## config.mk

```make
export PLATFORM = sky130hd
export DESIGN_NAME = camera_frame_writer_flat
export DESIGN_NICKNAME = d
export VERILOG_FILES = /design/src/rtl/camera_pkg.sv /design/src/rtl/camera_frame_writer_if.sv /design/src/rtl/camera_byte_assembler.sv /design/src/rtl/camera_frame_writer.sv /design/src/flat_wrapper.sv
export SDC_FILE = /design/constraint.sdc
export NUM_CORES = 1
export LEC_CHECK = 0
export ABC_AREA = 1
export BUFFER_PORTS_ARGS = -buffer_cell sky130_fd_sc_hd__buf_2
export CAP_MARGIN = 20
export CORE_MARGIN = 10
export CORE_UTILIZATION = 55
export CTS_CLUSTER_DIAMETER = 50
export DETAILED_ROUTE_END_ITERATION = 6
export PLACE_DENSITY = 0.89
export SYNTH_ARGS = -nofsm -noshare
export SYNTH_HDL_FRONTEND = slang
export SYNTH_SLANG_ARGS = --single-unit
```

## constraint.sdc

```tcl
create_clock -name clk_camera -period 1.9 [get_ports clk_camera]
set_input_delay 0.095 -clock clk_camera [delete_from_list [all_inputs] [get_ports clk_camera]]
set_output_delay 0.095 -clock clk_camera [all_outputs]
set_load 0.01 [all_outputs]
```

## src/rtl/camera_pkg.sv

```systemverilog
// ============================================================================
// camera_pkg : shared frame geometry, coordinate width and FSM encoding. Rev 1.0
// ============================================================================
`default_nettype none

package camera_pkg;

  localparam int H_ACTIVE_DEFAULT = 320;
  localparam int V_ACTIVE_DEFAULT = 240;
  localparam int COORD_W          = 10;

  localparam logic [COORD_W-1:0] COORD_MAX = '1;

  localparam logic [1:0] IDLE    = 2'd0;
  localparam logic [1:0] ARMED   = 2'd1;
  localparam logic [1:0] CAPTURE = 2'd2;

  typedef enum logic [1:0] {
    ST_IDLE    = IDLE,
    ST_ARMED   = ARMED,
    ST_CAPTURE = CAPTURE
  } state_t;

  function automatic logic [COORD_W-1:0] sat_inc(input logic [COORD_W-1:0] v);
    return (v == COORD_MAX) ? v : v + 1'b1;
  endfunction

endpackage

`default_nettype wire

```

## src/rtl/camera_frame_writer_if.sv

```systemverilog
// ============================================================================
// camera_frame_writer_if : camera stream in, video-memory write port out. Rev 1.0
// ============================================================================
`default_nettype none

interface camera_frame_writer_if;
  import camera_pkg::*;

  logic                camera_request;
  logic                cam_vsync;
  logic                cam_href;
  logic [7:0]          cam_data;
  logic [COORD_W-1:0]  camera_hcount;
  logic [COORD_W-1:0]  camera_vcount;
  logic [15:0]         dout_camera;
  logic                mwe_camera;
  logic                busy;
  logic                frame_done;
  logic                overflow;

  modport master (
    output camera_request, cam_vsync, cam_href, cam_data,
    input  camera_hcount, camera_vcount, dout_camera, mwe_camera,
           busy, frame_done, overflow
  );

  modport slave (
    input  camera_request, cam_vsync, cam_href, cam_data,
    output camera_hcount, camera_vcount, dout_camera, mwe_camera,
           busy, frame_done, overflow
  );

endinterface

`default_nettype wire

```

## src/rtl/camera_byte_assembler.sv

```systemverilog
// ============================================================================
// camera_byte_assembler : input registers, byte pairing, line/frame edges. Rev 1.0
// ============================================================================
`default_nettype none

module camera_byte_assembler #(
  parameter bit VSYNC_ACTIVE_HIGH = 1'b1
) (
  input  wire logic        clk_camera,
  input  wire logic        reset_n,
  input  wire logic        capture,
  input  wire logic        cam_vsync,
  input  wire logic        cam_href,
  input  wire logic [7:0]  cam_data,
  output logic             pix_valid,
  output logic [15:0]      pix_data,
  output logic             line_end,
  output logic             frame_start,
  output logic             frame_end
);

  logic       vsync_q;
  logic       href_q;
  logic [7:0] data_q;
  logic       href_d;
  logic       vs_active_d;
  logic       phase;
  logic [7:0] hi_byte;
  logic       vs_active;

  assign vs_active = ~(vsync_q ^ VSYNC_ACTIVE_HIGH);

  always_ff @(posedge clk_camera) begin
    if (!reset_n) begin
      vsync_q     <= 1'b0;
      href_q      <= 1'b0;
      data_q      <= '0;
      href_d      <= 1'b0;
      vs_active_d <= 1'b0;
      phase       <= 1'b0;
      hi_byte     <= '0;
    end else begin
      vsync_q     <= cam_vsync;
      href_q      <= cam_href;
      data_q      <= cam_data;
      href_d      <= href_q;
      vs_active_d <= vs_active;
      // Phase restarts every line so an odd trailing byte never pairs across lines.
      if (!capture || line_end) begin
        phase <= 1'b0;
      end else if (href_q && !vs_active) begin
        phase <= ~phase;
        if (!phase) begin
          hi_byte <= data_q;
        end
      end
    end
  end

  assign pix_valid   = capture && href_q && !vs_active && phase;
  assign pix_data    = {hi_byte, data_q};
  assign line_end    = href_d && !href_q;
  assign frame_start = vs_active_d && !vs_active;
  assign frame_end   = !vs_active_d && vs_active;

endmodule

`default_nettype wire

```

## src/rtl/camera_frame_writer.sv

```systemverilog
// ============================================================================
// camera_frame_writer : capture FSM, coordinate counters and write port. Rev 1.0
// ============================================================================
`default_nettype none

module camera_frame_writer
  import camera_pkg::*;
#(
  parameter int H_ACTIVE          = H_ACTIVE_DEFAULT,
  parameter int V_ACTIVE          = V_ACTIVE_DEFAULT,
  parameter bit VSYNC_ACTIVE_HIGH = 1'b1
) (
  input wire logic               clk_camera,
  input wire logic               reset_n,
  camera_frame_writer_if.slave   cam
);

  localparam logic [COORD_W-1:0] H_LIM = COORD_W'(H_ACTIVE);
  localparam logic [COORD_W-1:0] V_LIM = COORD_W'(V_ACTIVE);

  state_t             state;
  logic [COORD_W-1:0] x;
  logic [COORD_W-1:0] y;
  logic               pix_valid;
  logic [15:0]        pix_data;
  logic               line_end;
  logic               frame_start;
  logic               frame_end;

  camera_byte_assembler #(
    .VSYNC_ACTIVE_HIGH (VSYNC_ACTIVE_HIGH)
  ) u_asm (
    .clk_camera  (clk_camera),
    .reset_n     (reset_n),
    .capture     (state == ST_CAPTURE),
    .cam_vsync   (cam.cam_vsync),
    .cam_href    (cam.cam_href),
    .cam_data    (cam.cam_data),
    .pix_valid   (pix_valid),
    .pix_data    (pix_data),
    .line_end    (line_end),
    .frame_start (frame_start),
    .frame_end   (frame_end)
  );

  always_ff @(posedge clk_camera) begin
    if (!reset_n) begin
      state             <= ST_IDLE;
      x                 <= '0;
      y                 <= '0;
      cam.camera_hcount <= '0;
      cam.camera_vcount <= '0;
      cam.dout_camera   <= '0;
      cam.mwe_camera    <= 1'b0;
      cam.busy          <= 1'b0;
      cam.frame_done    <= 1'b0;
      cam.overflow      <= 1'b0;
    end else begin
      cam.mwe_camera <= 1'b0;
      cam.frame_done <= 1'b0;
      case (state)
        ST_IDLE: begin
          if (cam.camera_request) begin
            state        <= ST_ARMED;
            cam.busy     <= 1'b1;
            cam.overflow <= 1'b0;
          end
        end
        ST_ARMED: begin
          if (frame_start) begin
            state <= ST_CAPTURE;
            x     <= '0;
            y     <= '0;
          end
        end
        ST_CAPTURE: begin
          // The sync edge that closes a frame also re-arms, so held requests skip nothing.
          if (frame_end) begin
            cam.frame_done <= 1'b1;
            if (cam.camera_request) begin
              state <= ST_ARMED;
            end else begin
              state    <= ST_IDLE;
              cam.busy <= 1'b0;
            end
          end else if (pix_valid) begin
            if (x < H_LIM && y < V_LIM) begin
              cam.camera_hcount <= x;
              cam.camera_vcount <= y;
              cam.dout_camera   <= pix_data;
              cam.mwe_camera    <= 1'b1;
            end else begin
              cam.overflow <= 1'b1;
            end
            x <= sat_inc(x);
          end else if (line_end && x != '0) begin
            y <= sat_inc(y);
            x <= '0;
          end
        end
        default: begin
          state    <= ST_IDLE;
          cam.busy <= 1'b0;
        end
      endcase
    end
  end

endmodule

`default_nettype wire
```

## src/flat_wrapper.sv

```systemverilog
// flat-port wrapper written by rule: the top's interface ports become plain ports
module camera_frame_writer_flat import camera_pkg::*;
#(
  parameter int H_ACTIVE          = H_ACTIVE_DEFAULT,
  parameter int V_ACTIVE          = V_ACTIVE_DEFAULT,
  parameter bit VSYNC_ACTIVE_HIGH = 1'b1
)
  (clk_camera, reset_n, cam_camera_request, cam_cam_vsync, cam_cam_href, cam_cam_data, cam_camera_hcount, cam_camera_vcount, cam_dout_camera, cam_mwe_camera, cam_busy, cam_frame_done, cam_overflow);
  camera_frame_writer_if cam_i ();
  input wire logic clk_camera;
  input wire logic reset_n;
  input wire logic [$bits(cam_i.camera_request)-1:0] cam_camera_request;
  input wire logic [$bits(cam_i.cam_vsync)-1:0] cam_cam_vsync;
  input wire logic [$bits(cam_i.cam_href)-1:0] cam_cam_href;
  input wire logic [$bits(cam_i.cam_data)-1:0] cam_cam_data;
  output wire logic [$bits(cam_i.camera_hcount)-1:0] cam_camera_hcount;
  output wire logic [$bits(cam_i.camera_vcount)-1:0] cam_camera_vcount;
  output wire logic [$bits(cam_i.dout_camera)-1:0] cam_dout_camera;
  output wire logic [$bits(cam_i.mwe_camera)-1:0] cam_mwe_camera;
  output wire logic [$bits(cam_i.busy)-1:0] cam_busy;
  output wire logic [$bits(cam_i.frame_done)-1:0] cam_frame_done;
  output wire logic [$bits(cam_i.overflow)-1:0] cam_overflow;
  assign cam_i.camera_request = cam_camera_request;
  assign cam_i.cam_vsync = cam_cam_vsync;
  assign cam_i.cam_href = cam_cam_href;
  assign cam_i.cam_data = cam_cam_data;
  assign cam_camera_hcount = cam_i.camera_hcount;
  assign cam_camera_vcount = cam_i.camera_vcount;
  assign cam_dout_camera = cam_i.dout_camera;
  assign cam_mwe_camera = cam_i.mwe_camera;
  assign cam_busy = cam_i.busy;
  assign cam_frame_done = cam_i.frame_done;
  assign cam_overflow = cam_i.overflow;
  camera_frame_writer #(.H_ACTIVE(H_ACTIVE), .V_ACTIVE(V_ACTIVE), .VSYNC_ACTIVE_HIGH(VSYNC_ACTIVE_HIGH)) u_core (.clk_camera(clk_camera), .reset_n(reset_n), .cam(cam_i));
endmodule
```

Word level (Yosys, flattened, before mapping)
Cells that the tools add are included.
W data, S select, Z words.
{ "word_totals": {"elab_cells": 99, "input_bits": 13, "output_inout_bits": 40, "reg_bits": 83} }
{ "op_classes": {"bitwise": 8, "n_eq_ne": 16, "reduce_logical": 27, "n_addsub": 2, "magnitude_cmp": 2, "n_mux": 27} }
{ "op_table": {"columns": ["operator", "n"], "rows": [
  ["$mux W10", 9],
  ["$pmux W10 S2", 2],
  ["$add A10 B1 Y10 const B", 2],
  ["$eq A10 B10 Y1 const B", 2],
  ["$ne A2 B2 Y1 const B", 6],
  ["$lt A10 B8 Y1 const B", 1],
  ["$lt A10 B9 Y1 const B", 1],
  ["$mux W1", 10],
  ["$reduce_and A5 Y1", 2],
  ["$reduce_bool A10 Y1", 1],
  ["$logic_and A1 B1 Y1", 9],
  ["$ne A2 B1 Y1 const B", 4],
  ["$not A1 Y1", 8],
  ["$reduce_and A4 Y1", 2],
  ["$mux W2", 3],
  ["$pmux W2 S3", 1],
  ["$reduce_and A3 Y1", 2],
  ["$reduce_and A6 Y1", 1],
  ["$reduce_bool A2 Y1", 2],
  ["$reduce_or A4 Y1", 1],
  ["$logic_not A1 Y1", 3],
  ["$ne A3 B1 Y1 const B", 1],
  ["$ne A3 B3 Y1 const B", 1],
  ["$pmux W1 S3", 1],
  ["7 further kinds", 7]
]} }

Depth between registers and ports, before layout
Gate-level depths: netlist (run 1).
{ "depth": {"depth_word": 7, "depth_mapped": 13, "ltp_nobuf": 13} }

Hierarchy
From an unflattened synthesis (run 1), not the netlist that was laid out.
{ "unflattened": {"hier_cells": 500, "area_unflattened_um2": 3647.2} }
{ "by_module_without_submodules": {"columns": ["mod", "seq_area_each_um2", "area_each_um2", "cells_each", "n_inst"], "rows": [
  ["camera_frame_writer", 1241.2, 2864.0, 396, 1],
  ["camera_byte_assembler", 420.4, 783.3, 104, 1]
]} }

Least setup slack after synthesis (run 1)
Ideal clock, no wire load.
{ "synth_path": {"path_kind": "register to register", "startpoint": "register u_core.state[0]", "endpoint": "register u_core.y[1]", "path_buffers": 0, "path_slack_ns": 0.330, "t_arrival_ns": 1.455, "t_required_ns": 1.784, "period_less_slack_ns": 1.570, "setup_ns": 0.116, "stages_incl_launch_ff": 13, "cell_sequence": "dfxtp_1 > inv_1 > ha_1 > nand2_1 > inv_2 > nand2_8 > nand2_2 > nor2_4 > nand2_4 > inv_4 > nand2_8 > o21ai_0 > nor2_1"} }
{ "synth_via": {"elab_chain_len": 6, "elab_cells_between_ends": 13, "cone_classes": "7 x eq/ne; 1 x mux; 5 x reduce/logical"} }
{ "synth_lines": {"columns": ["item", "line", "rtl"], "rows": [
  ["start: declaration", "camera_frame_writer.sv:21", "state_t state;"],
  ["start signal: assignment", "camera_frame_writer.sv:48", "state <= ST_IDLE;"],
  ["start signal: assignment", "camera_frame_writer.sv:64", "state <= ST_ARMED;"],
  ["start signal: assignment", "camera_frame_writer.sv:71", "state <= ST_CAPTURE;"],
  ["$eq A2 B2 Y1 *", "camera_frame_writer.sv:35", ".capture (state == ST_CAPTURE),"],
  ["via u_core.u_asm.capture", "camera_byte_assembler.sv:11", "input wire logic capture,"],
  ["$logic_and A1 B1 Y1 (3 in a row)", "camera_byte_assembler.sv:60", "assign pix_valid = capture && href_q && !vs_active && phase;"],
  ["$ne A2 B2 Y1 (no source line)", null, null],
  ["$reduce_and A6 Y1 (no source line)", null, null],
  ["end signal: assignment", "camera_frame_writer.sv:97", "y <= sat_inc(y);"],
  ["end: declaration", "camera_frame_writer.sv:23", "logic [COORD_W-1:0] y;"]
]} }
Mark *: on every way through the listed nets, which the timed path passes. The rest lies on a longest branch.
A chain may end at the register's enable or synchronous reset.

Final worst setup path (run 1)
{ "layout_path": {"startpoint": "register u_core.state[0]", "endpoint": "register u_core.x[2]"} }
{ "layout_via": {"elab_chain_len": 7, "elab_cells_between_ends": 14, "cone_classes": "6 x eq/ne; 3 x mux; 5 x reduce/logical"} }
{ "layout_lines": {"columns": ["item", "line", "rtl"], "rows": [
  ["$eq A2 B2 Y1 *", "camera_frame_writer.sv:35", null],
  ["via u_core.u_asm.capture", "camera_byte_assembler.sv:11", null],
  ["$logic_and A1 B1 Y1 (3 in a row)", "camera_byte_assembler.sv:60", null],
  ["$mux W10", "camera_frame_writer.sv:86", "end else if (pix_valid) begin"],
  ["$mux W10", "camera_frame_writer.sv:78", "if (frame_end) begin"],
  ["$pmux W10 S2", "camera_frame_writer.sv:61", "case (state)"],
  ["end signal: assignment", "camera_frame_writer.sv:95", "x <= sat_inc(x);"],
  ["end: declaration", "camera_frame_writer.sv:22", "logic [COORD_W-1:0] x;"]
]} }
Mark *: on every way through the listed nets, which the timed path passes. The rest lies on a longest branch. The select of a mux whose other input is x is not followed.

==> results of run 1 <==
-- flip-flops by register name, summed over array words and instances (netlist names), 2 cells and up --
signal,cells
u_core.u_asm.hi_byte,8
u_core.cam.dout_camera,16
u_core.cam.camera_hcount,10
u_core.state,2
u_core.x,10
u_core.cam.camera_vcount,10
u_core.u_asm.data_q,8
u_core.y,10
-- worst max-delay path, cell delays in order (launching register included) --
cell and delay [ns]:
sky130_fd_sc_hd__dfxtp_2 0.34, sky130_fd_sc_hd__inv_1 0.14, sky130_fd_sc_hd__ha_4 0.20, sky130_fd_sc_hd__nand2_1 0.07
sky130_fd_sc_hd__inv_2 0.09, sky130_fd_sc_hd__nand2_8 0.08, sky130_fd_sc_hd__a21oi_2 0.14, sky130_fd_sc_hd__nand2_2 0.10
sky130_fd_sc_hd__nand2_8 0.13, sky130_fd_sc_hd__nand2_1 0.14, sky130_fd_sc_hd__nand2_1 0.11, sky130_fd_sc_hd__a21oi_1 0.06
-- final timing paths --
kind,depth (start not counted),startpoint,end,slack [ns]
max,11,u_core.state[0],u_core.x[2],0.16
min,4,cam_camera_request,u_core.cam.busy,0.10
max reg2reg,11,u_core.state[0],u_core.x[2],0.16
min reg2reg,2,u_core.cam.camera_vcount[8],u_core.cam.camera_vcount[8],0.45
-- cell usage after synthesis, drive strengths merged --
cell	instances	area, um2
nor4	2	27.5
nand2	166	696
o31ai	1	7.51
a21oi	34	178
buf	12	68.8
ha	7	87.6
o21ai	17	85.1
nand4	5	31.3
a211oi	1	7.51
dfxtp	83	1660
clkbuf	12	46.3
nor2	106	423
nand3	34	213
xor2	1	8.76
xnor2	1	8.76
nor3	2	10.0
inv	88	333
nor3b	2	15.0
o21bai	2	15.0
-- kinds of logic after synthesis --
kind of cell | after synthesis | synth area share
flip-flops | 83 | 0.424
buffers and inverters | 112 | 0.114
AND/OR/NAND/NOR | 317 | 0.361
XOR/XNOR | 2 | 0.00447
adder cells (fa/ha/maj) | 7 | 0.0223
AO/OA/AOI/OAI | 55 | 0.0746
-- where the power goes --
group          internal, mW  total (mW)  switching (mW)
Combinational         0.469        1.40           0.935
Clock                 0.763        1.45           0.691
Sequential             1.83        1.93          0.0924
-- through the flow --
| stage | total power, mW | utilization |
|---|---|---|
| 2_1_floorplan | 3.04 | - |
| 3_3_place_gp | 3.22 | 0.621 |
| 3_5_place_dp | 3.28 | 0.621 |
| 4_1_cts | 4.74 | 0.670 |
| 5_1_grt | 5.06 | 0.673 |
| 6_report | 4.78 | 0.673 |
-- area by class of cell --
type | instances | area share
timing repair buffer | 71 | 0.0960
sequential | 83 | 0.359
multi-input combinational | 381 | 0.397
tap | 96 | 0.0260
clock inverter | 7 | 0.0227
clock buffer | 9 | 0.0268
inverter | 88 | 0.0720
-- layer usage --
layer	part of all wire	wire length, um	track usage	vias up
met5	0	0	0	-
met4	0.013	120	0.0626	0
met3	0.060	534	0.0428	11
met2	0.50	4450	0.296	78
met1	0.43	3830	0.178	1595
li1	-	-	-	1858
-- repair_timing --
item / 4_1_cts / 5_1_grt
hold buffers: 10 / 0
hold endpoints to repair: 10 / 0
setup endpoints to repair: 4 / 20
resized for setup: 1 / 5
buffers inserted: 0 / 0
cloned: 0 / 0
==> results.yml, run 1 <==
cts:
  tritoncts: "built"
  h-tree-depth: 3
  cts_inserted_buffers: 9
  clockRootBuffer: "sky130_fd_sc_hd__clkbuf_8"
  cts_max_path_buffers: 2
  clock_sink_count: 83
  clock_latency_ns: 0.36
  clkSlewWorstSetupHoldPaths_ns: 0.08
place:
  dpl_cell_area_um2: 4270
  hpwlAfterDp_um: 6090
  port_buffers: 52
  place_inst: 709
  place.gp.congestion: 0.866
  dpl_worst_slack_ns: 0.0174
route:
  drt-total-wl_um: 8930
  final_antenna_net_count: 0
  wl_per_cell_um: 12.2
  route.vias.total: 3542
  drt_first_pass_iters: 4
  route.detailed.drc: 0
  post_drt_via_cell_ratio: 4.82
  drt_first_iter_violations: 90
synthesis:
  synth.yosys.warnings: 0
  gate_count_post_synth: 576
  ys_seq_elements: 83
  synth_sequential_area_ratio: 0.424
  synth.distinct_cells: 34
  syn_nets: 596
  syn-mean-instance-area_um2: 6.81
  mappedNetlistArea_um2: 3920
finish:
  final_cell_count_no_fill: 735
  mostFrequentLayoutCells: "sky130_fd_sc_hd__nand2_1 (156), sky130_fd_sc_hd__nor2_1 (102), sky130_fd_sc_hd__inv_1 (83), sky130_fd_sc_hd__dfxtp_1 (82), sky130_fd_sc_hd__buf_2 (52)"
  fillerInstances: 544
  final_common_cell: "sky130_fd_sc_hd__nand2_1"
  layout-area-overhead-vs-synth_pct: 17.9
  final_nets: 654
  fin_area_um2: 4630
  post_route_cells_drive_above_1_share: 0.171
  multiInputGateArea_um2: 1840
  sequential_cell_area_um2: 1660
  antennaDiodeCount: 0
sta:
  setup-violations-final: 0
  layout_worst_path_cycle_share: 0.917
  setup_tns_ns: 0
  worst-slew-pin-transition_ns: 0.696
  fin_worst_skew_ns: 0.00890
  whs_ns: 0.103
  maxClockFrequency_mhz: 574
  hold_viol_final: 0
  timing.slew.headroom: 0.535
  grt_setup_unrepaired: "no"
  report.final.slew_viol_count: 0
  fin_crit_ns: 1.74
  fin_ws_ns: 0.158
global_route:
  grt_overflow_total: 0
  pin_count_of_the_biggest_net_entering_global_routing: 43
  grt_antenna_before_repair: 0
  grt.total_usage: 0.164
  grt_pass1_wl_um: 15400
  first_global_vias: 3520
worst_setup_path:
  critical_path_class: "reg2reg"
  worstSetupStartpointType: "flop"
  cp.arrival_ns: 1.95
  worstPathMaxFanout: 16
  cp-end-kind: "flop"
  timing.critical_path.required_ns: 2.11
power_and_ir_drop:
  power_per_cell_area_nw_per_um2: 1030
  p_leak_nw: 2.33
  ir_drop_mv: 0.538
floorplan:
  floorplan.die_area_um2: 10900
  die-width_um: 104
  initial_utilization: 0.571
  boundaryPins: 53
  placementRows: 30
  coreArea_um2: 6870
  floorplan.die.height_um: 104
worst_hold_path:
  hold_class: "in2reg"
status:
  status: "complete, no violations"
flow_run:
  maxCapViolations: 0
Note: power is estimated with default switching activity, not from simulation.
==> run 2: changes to the inputs <==
- ABC_AREA: 1 -> not set
- CORE_ASPECT_RATIO: not set -> 0.8
- PLACE_DENSITY: 0.89 -> 0.9
==> run 2 against run 1 <==
  * The flow now finishes with violations (negative setup slack)
  * Fmax fell by 12%
  * Sequential cell count did not move
  * Critical path depth fell by 4
  * Largest cell class unchanged
  * Combinational power fell by 7%
==> results.yml, run 2 <==
sta:
  report.final.slew_viol_count: 0
  grt_setup_unrepaired: "yes"
  maxClockFrequency_mhz: 505
  fin_worst_skew_ns: 0.0110
  whs_ns: 0.227
  fin_crit_ns: 1.98
  fin_ws_ns: -0.0789
  setup-violations-final: 1
  worst-slew-pin-transition_ns: 0.536
  hold_viol_final: 0
  timing.slew.headroom: 0.642
  layout_worst_path_cycle_share: 1.04
power_and_ir_drop:
  p_leak_nw: 1.77
  power_per_cell_area_nw_per_um2: 1030
  ir_drop_mv: 0.811
route:
  wl_per_cell_um: 16.5
  route.detailed.drc: 0
  drt_first_iter_violations: 261
  post_drt_via_cell_ratio: 5.85
  drt_first_pass_iters: 5
  drt-total-wl_um: 9520
  route.vias.total: 3368
  final_antenna_net_count: 0
finish:
  mostFrequentLayoutCells: "sky130_fd_sc_hd__nand2_1 (86), sky130_fd_sc_hd__dfxtp_1 (78), sky130_fd_sc_hd__buf_2 (52), sky130_fd_sc_hd__a21oi_1 (39), sky130_fd_sc_hd__buf_4 (32)"
  layout-area-overhead-vs-synth_pct: 28.0
  post_route_cells_drive_above_1_share: 0.261
  final_common_cell: "sky130_fd_sc_hd__nand2_1"
  max_flop_register: "u_core.cam.dout_camera"
  final_cell_count_no_fill: 576
  antennaDiodeCount: 0
  largest_register_ffs: 16
  final_nets: 510
  fin_area_um2: 4400
flow_run:
  maxCapViolations: 0
synthesis:
  synth.yosys.warnings: 0
  top_flip_flop_cell_by_instance_count_after_synthesis: "sky130_fd_sc_hd__dfxtp_1"
  ys_seq_elements: 83
  commonest_cells_in_the_synthesized_netlist: "sky130_fd_sc_hd__nand2_1 (86), sky130_fd_sc_hd__dfxtp_1 (83), sky130_fd_sc_hd__a21oi_1 (39), sky130_fd_sc_hd__nor2_1 (26), sky130_fd_sc_hd__nand3_1 (17)"
  mappedNetlistArea_um2: 3430
  synthDominantAreaCellType: "sky130_fd_sc_hd__dfxtp_1"
  synth.most_common_cell: "sky130_fd_sc_hd__nand2_1"
  syn_nets: 419
  gate_count_post_synth: 399
  synth.distinct_cells: 47
  syn-mean-instance-area_um2: 8.61
  synth_top_area_frac: 0.484
  synth_sequential_area_ratio: 0.484
  synth_top_cells_by_area: "sky130_fd_sc_hd__dfxtp_1 (48%), sky130_fd_sc_hd__nand2_1 (9.4%), sky130_fd_sc_hd__a21oi_1 (5.7%)"
  synth_async_sr_flop_share: 0
  synth-edff-count: 0
global_route:
  first_global_vias: 3140
  grt.total_usage: 0.187
  pin_count_of_the_biggest_net_entering_global_routing: 40
  grt_antenna_before_repair: 0
  grt_overflow_total: 0
  grt_pass1_wl_um: 15000
status:
  failed_checks: "negative setup slack"
  status: "finished with violations"
place:
  place.gp.congestion: 0.929
  port_buffers: 52
  place_inst: 539
  hpwlAfterDp_um: 6130
  dpl_cell_area_um2: 3930
worst_hold_path:
  hold_start: "reset_n"
  hold_depth: 3
  hold_path_end: "u_core.cam.mwe_camera"
  hold_class: "in2reg"
floorplan:
  boundaryPins: 53
  die-width_um: 108
  placementRows: 25
  coreArea_um2: 5970
  floorplan.die.height_um: 90.7
  initial_utilization: 0.575
  floorplan.die_area_um2: 9830
cts:
  cts_max_path_buffers: 2
  clock_sink_count: 83
  clkSlewWorstSetupHoldPaths_ns: 0.08
  clockRootBuffer: "sky130_fd_sc_hd__clkbuf_8"
  h-tree-depth: 3
  clock_latency_ns: 0.36
  tritoncts: "built"
  cts_inserted_buffers: 9
worst_setup_path:
  r2r_slack_ns: -0.08
  critical_path_class: "reg2reg"
  cp-end-kind: "flop"
  timing.critical_path.required_ns: 2.19
  regToRegEndpoint: "u_core.y[0]"
  ff2ff_path_depth: 7
  reg_to_reg_startpoint: "u_core.state[0]"
  cp.arrival_ns: 2.27
  worstSetupStartpointType: "flop"
  worstPathMaxFanout: 4
-- run 2: timing repair --
action,4_1_cts,5_1_grt
gates resized for setup,8,13
setup buffers,5,4
cloned,0,1
endpoints found under the hold margin,11,0
pin swaps,4,9
hold buffers,11,0
setup endpoints to repair,18,38
-- run 2: layout make-up --
class	count	area (um2)
Clock buffer	12	135
Clock inverter	4	75.1
Fill cell	433	1580
Inverter	8	30.0
Multi-Input combinational cell	290	1720
Sequential cell	83	1670
Tap cell	81	101
Timing Repair Buffer	98	662
-- run 2: stage by stage --
| stage | TNS [ns] | util | power (mW) | setup slack [ns] |
|---|---|---|---|---|
| floorplan | 0 | - | 2.57 | 0.0510 |
| global placement | -0.0535 | 0.657 | 2.85 | -0.0535 |
| detailed placement | -1.03 | 0.657 | 2.90 | -0.246 |
| CTS | 0 | 0.721 | 4.37 | 0.00218 |
| global route | -0.257 | 0.736 | 4.71 | -0.103 |
| finish | -0.0789 | 0.736 | 4.51 | -0.0789 |
-- run 2: worst max-delay path: stages, from the launching register on --
cell and delay, ns:
sky130_fd_sc_hd__dfxtp_2 0.33, sky130_fd_sc_hd__buf_4 0.13, sky130_fd_sc_hd__ha_1 0.21, sky130_fd_sc_hd__o21ai_1 0.14
sky130_fd_sc_hd__nand4_1 0.25, sky130_fd_sc_hd__buf_4 0.22, sky130_fd_sc_hd__or4_1 0.50, sky130_fd_sc_hd__a21oi_1 0.13
-- run 2: cell families (layout without fill, tap and decap cells) --
kind of cell | after synthesis | after routing | synth area share
and+or+nand+nor | 194 | 194 | 0.279
buffers and inverters | 27 | 122 | 0.0346
DFF | 83 | 83 | 0.484
muxes | 10 | 10 | 0.0291
adders and majority gates | 7 | 7 | 0.0255
AOI/OAI and AO/OA | 78 | 79 | 0.148
-- run 2: routing by layer --
layer | global-route usage | up-vias | routed length, um | part of all wire
met4 | 0.0910 | 0 | 357 | 0.038
met2 | 0.300 | 186 | 4450 | 0.47
li1 | - | 1572 | - | -
met5 | 0 | - | 0 | 0
met1 | 0.219 | 1565 | 3820 | 0.40
met3 | 0.0585 | 45 | 892 | 0.094
-- run 2: how the worst max path moves through the flow --
stage / startpoint / endpoint / slack [ns] / cells past startpoint
after floorplan: u_core.state[0] / u_core.y[2] / 0.05 / 7
after global placement: u_core.state[0] / u_core.y[2] / -0.05 / 7
after detailed placement: u_core.state[0] / u_core.y[2] / -0.25 / 7
after CTS: u_core.state[0] / u_core.y[0] / 0.002 / 8
after global routing: u_core.state[0] / u_core.y[0] / -0.10 / 8
final: u_core.state[0] / u_core.y[0] / -0.08 / 7
-- run 2: power breakdown --
part	internal, mW	switching, mW
Clock	0.742	0.618
Combinational	0.563	0.742
Sequential	1.80	0.0456
Total	3.11	1.41
==> run 3: changes to the inputs <==
- CORE_UTILIZATION: 55 -> 50
- PLACE_DENSITY: 0.9 -> 0.84
==> run 3 against run 2 <==
  * The flow now finishes without violations
  * Largest cell class unchanged
  * Clock skew fell by 0.0019 ns
  * Via count decreased by 4.7%
  * Sequential power about the same
  * Final area fell by 0.65%
  * Utilization down 6.8 points
  * Routed wire length down 5.0%
  * Critical path depth grew 1
  * Combinational power fell by 3%
  * Sequential cell count unchanged
==> results.yml, run 3 (synthesis results as in run 2) <==
floorplan:
  floorplan.die_area_um2: 10600
  initial_utilization: 0.525
  die-width_um: 113
  floorplan.die.height_um: 94.1
  coreArea_um2: 6540
  boundaryPins: 53
  placementRows: 26
cts:
  h-tree-depth: 3
  clock_sink_count: 83
  cts_max_path_buffers: 2
  cts_inserted_buffers: 9
  clock_latency_ns: 0.36
  clockRootBuffer: "sky130_fd_sc_hd__clkbuf_8"
  tritoncts: "built"
  clkSlewWorstSetupHoldPaths_ns: 0.07
sta:
  layout_worst_path_cycle_share: 0.979
  setup-violations-final: 0
  timing.slew.headroom: 0.609
  fin_worst_skew_ns: 0.00913
  maxClockFrequency_mhz: 538
  report.final.slew_viol_count: 0
  fin_crit_ns: 1.86
  hold_viol_final: 0
  fin_ws_ns: 0.0404
  setup_tns_ns: 0
  worst-slew-pin-transition_ns: 0.586
flow_run:
  maxCapViolations: 0
place:
  dpl_worst_slack_ns: -0.118
  place_inst: 545
  dpl_cell_area_um2: 3940
  hpwlAfterDp_um: 5980
  place.gp.congestion: 0.889
  port_buffers: 52
worst_hold_path:
  hold_class: "in2reg"
status:
  status: "complete, no violations"
worst_setup_path:
  worstSetupStartpointType: "flop"
  crit_path_max_incr_delay_ns: 0.35
  timing.critical_path.required_ns: 2.15
  crit_path_frequent_cell: "sky130_fd_sc_hd__buf_4"
  worstPathMaxFanout: 5
  critical_path_class: "reg2reg"
  cp.arrival_ns: 2.11
  cp-end-kind: "flop"
  critical_path.cell_chain: "buf_4 -> inv_1 -> ha_1 -> buf_4 -> and2b_1 -> nor3_4 -> o21ai_2 -> a31o_1"
  crit_path_top_delay_cell: "sky130_fd_sc_hd__dfxtp_2"
finish:
  layout-area-overhead-vs-synth_pct: 27.1
  max_flop_register: "u_core.cam.dout_camera"
  antennaDiodeCount: 0
  post_route_cells_drive_above_1_share: 0.249
  largest_register_ffs: 16
  final_nets: 505
  fillerInstances: 519
  final_common_cell: "sky130_fd_sc_hd__nand2_1"
  mostFrequentLayoutCells: "sky130_fd_sc_hd__nand2_1 (86), sky130_fd_sc_hd__dfxtp_1 (80), sky130_fd_sc_hd__buf_2 (52), sky130_fd_sc_hd__a21oi_1 (39), sky130_fd_sc_hd__buf_4 (29)"
  fin_area_um2: 4370
  final_cell_count_no_fill: 573
route:
  final_antenna_net_count: 0
  route.detailed.drc: 0
  drt_first_iter_violations: 189
  drt_first_pass_iters: 4
  post_drt_via_cell_ratio: 5.60
  route.vias.total: 3210
  wl_per_cell_um: 15.8
  drt-total-wl_um: 9040
global_route:
  grt.total_usage: 0.167
  grt_overflow_total: 0
  pin_count_of_the_biggest_net_entering_global_routing: 40
  grt_pass1_wl_um: 14800
  grt_antenna_before_repair: 0
  first_global_vias: 3089
power_and_ir_drop:
  p_leak_nw: 1.77
  total_power_mw: 4.50
  ir_drop_mv: 0.576
  power_per_cell_area_nw_per_um2: 1030
-- run 3: cell types whose count changed in the layout (fill, tap and decap cells not counted), moves of 2 or more --
cell | before | now
sky130_fd_sc_hd__nor3_2 | 5 | 3
sky130_fd_sc_hd__clkinvlp_4 | 2 | 0
sky130_fd_sc_hd__buf_4 | 32 | 29
sky130_fd_sc_hd__clkbuf_8 | 9 | 11
sky130_fd_sc_hd__dfxtp_1 | 78 | 80
sky130_fd_sc_hd__nor3_4 | 1 | 3
sky130_fd_sc_hd__clkbuf_1 | 3 | 0
-- run 3: final timing paths --
path / start / end / slack, ns / depth (start not counted)
worst max register to register: u_core.state[1] / u_core.x[0] / 0.04 / 8
worst min register to register: u_core.u_asm.data_q[4] / u_core.cam.dout_camera[4] / 0.45 / 2
worst min-delay path: reset_n / u_core.cam.busy / 0.24 / 3
worst max-delay path: u_core.state[1] / u_core.x[0] / 0.04 / 8
-- run 3: final cells by class --
class                   instances  area [um2]  share of cell area
clock buffers                  11         151              0.0347
flip-flops and latches         83        1670               0.381
well taps                      84         105              0.0241
clock inverters                 4        73.8              0.0169
inverters                       8        30.0             0.00688
multi-input cells             290        1730               0.397
repair buffers                 93         608               0.139
-- run 3: power by group --
group          internal [mW]  switching [mW]
Combinational          0.524           0.735
Clock                  0.804           0.605
Sequential              1.80          0.0368
Total                   3.13            1.38
-- run 3: critical path, delay by kind of cell (launching register included) --
family / cells / cell delay (ns)
simple gates: 2 / 0.48
fa+ha+maj: 1 / 0.20
flops: 1 / 0.35
compound gates: 2 / 0.39
buf+inv: 3 / 0.33
-- run 3: repair_timing --
action,CTS,global route
endpoints found under the hold margin,11,0
pin swaps,5,6
resized for setup,4,13
cloned,0,1
setup buffers,0,1
endpoints found under the setup margin,12,19
hold buffers,11,0
-- run 3: per-stage QoR --
step                 util  hold slack (ns)
global placement    0.603            0.301
global route        0.668            0.295
floorplan               -            0.213
CTS                 0.657            0.237
detailed placement  0.603            0.306
finish              0.668            0.242
-- run 3: per-layer routing --
metal | vias to the layer above | wire length, um | part of all wire | global-route usage
met5 | - | 0 | 0 | 0
met3 | 22 | 762 | 0.084 | 0.0504
met4 | 0 | 227 | 0.025 | 0.0812
met1 | 1491 | 3930 | 0.44 | 0.210
li1 | 1564 | - | - | -
met2 | 133 | 4110 | 0.46 | 0.255
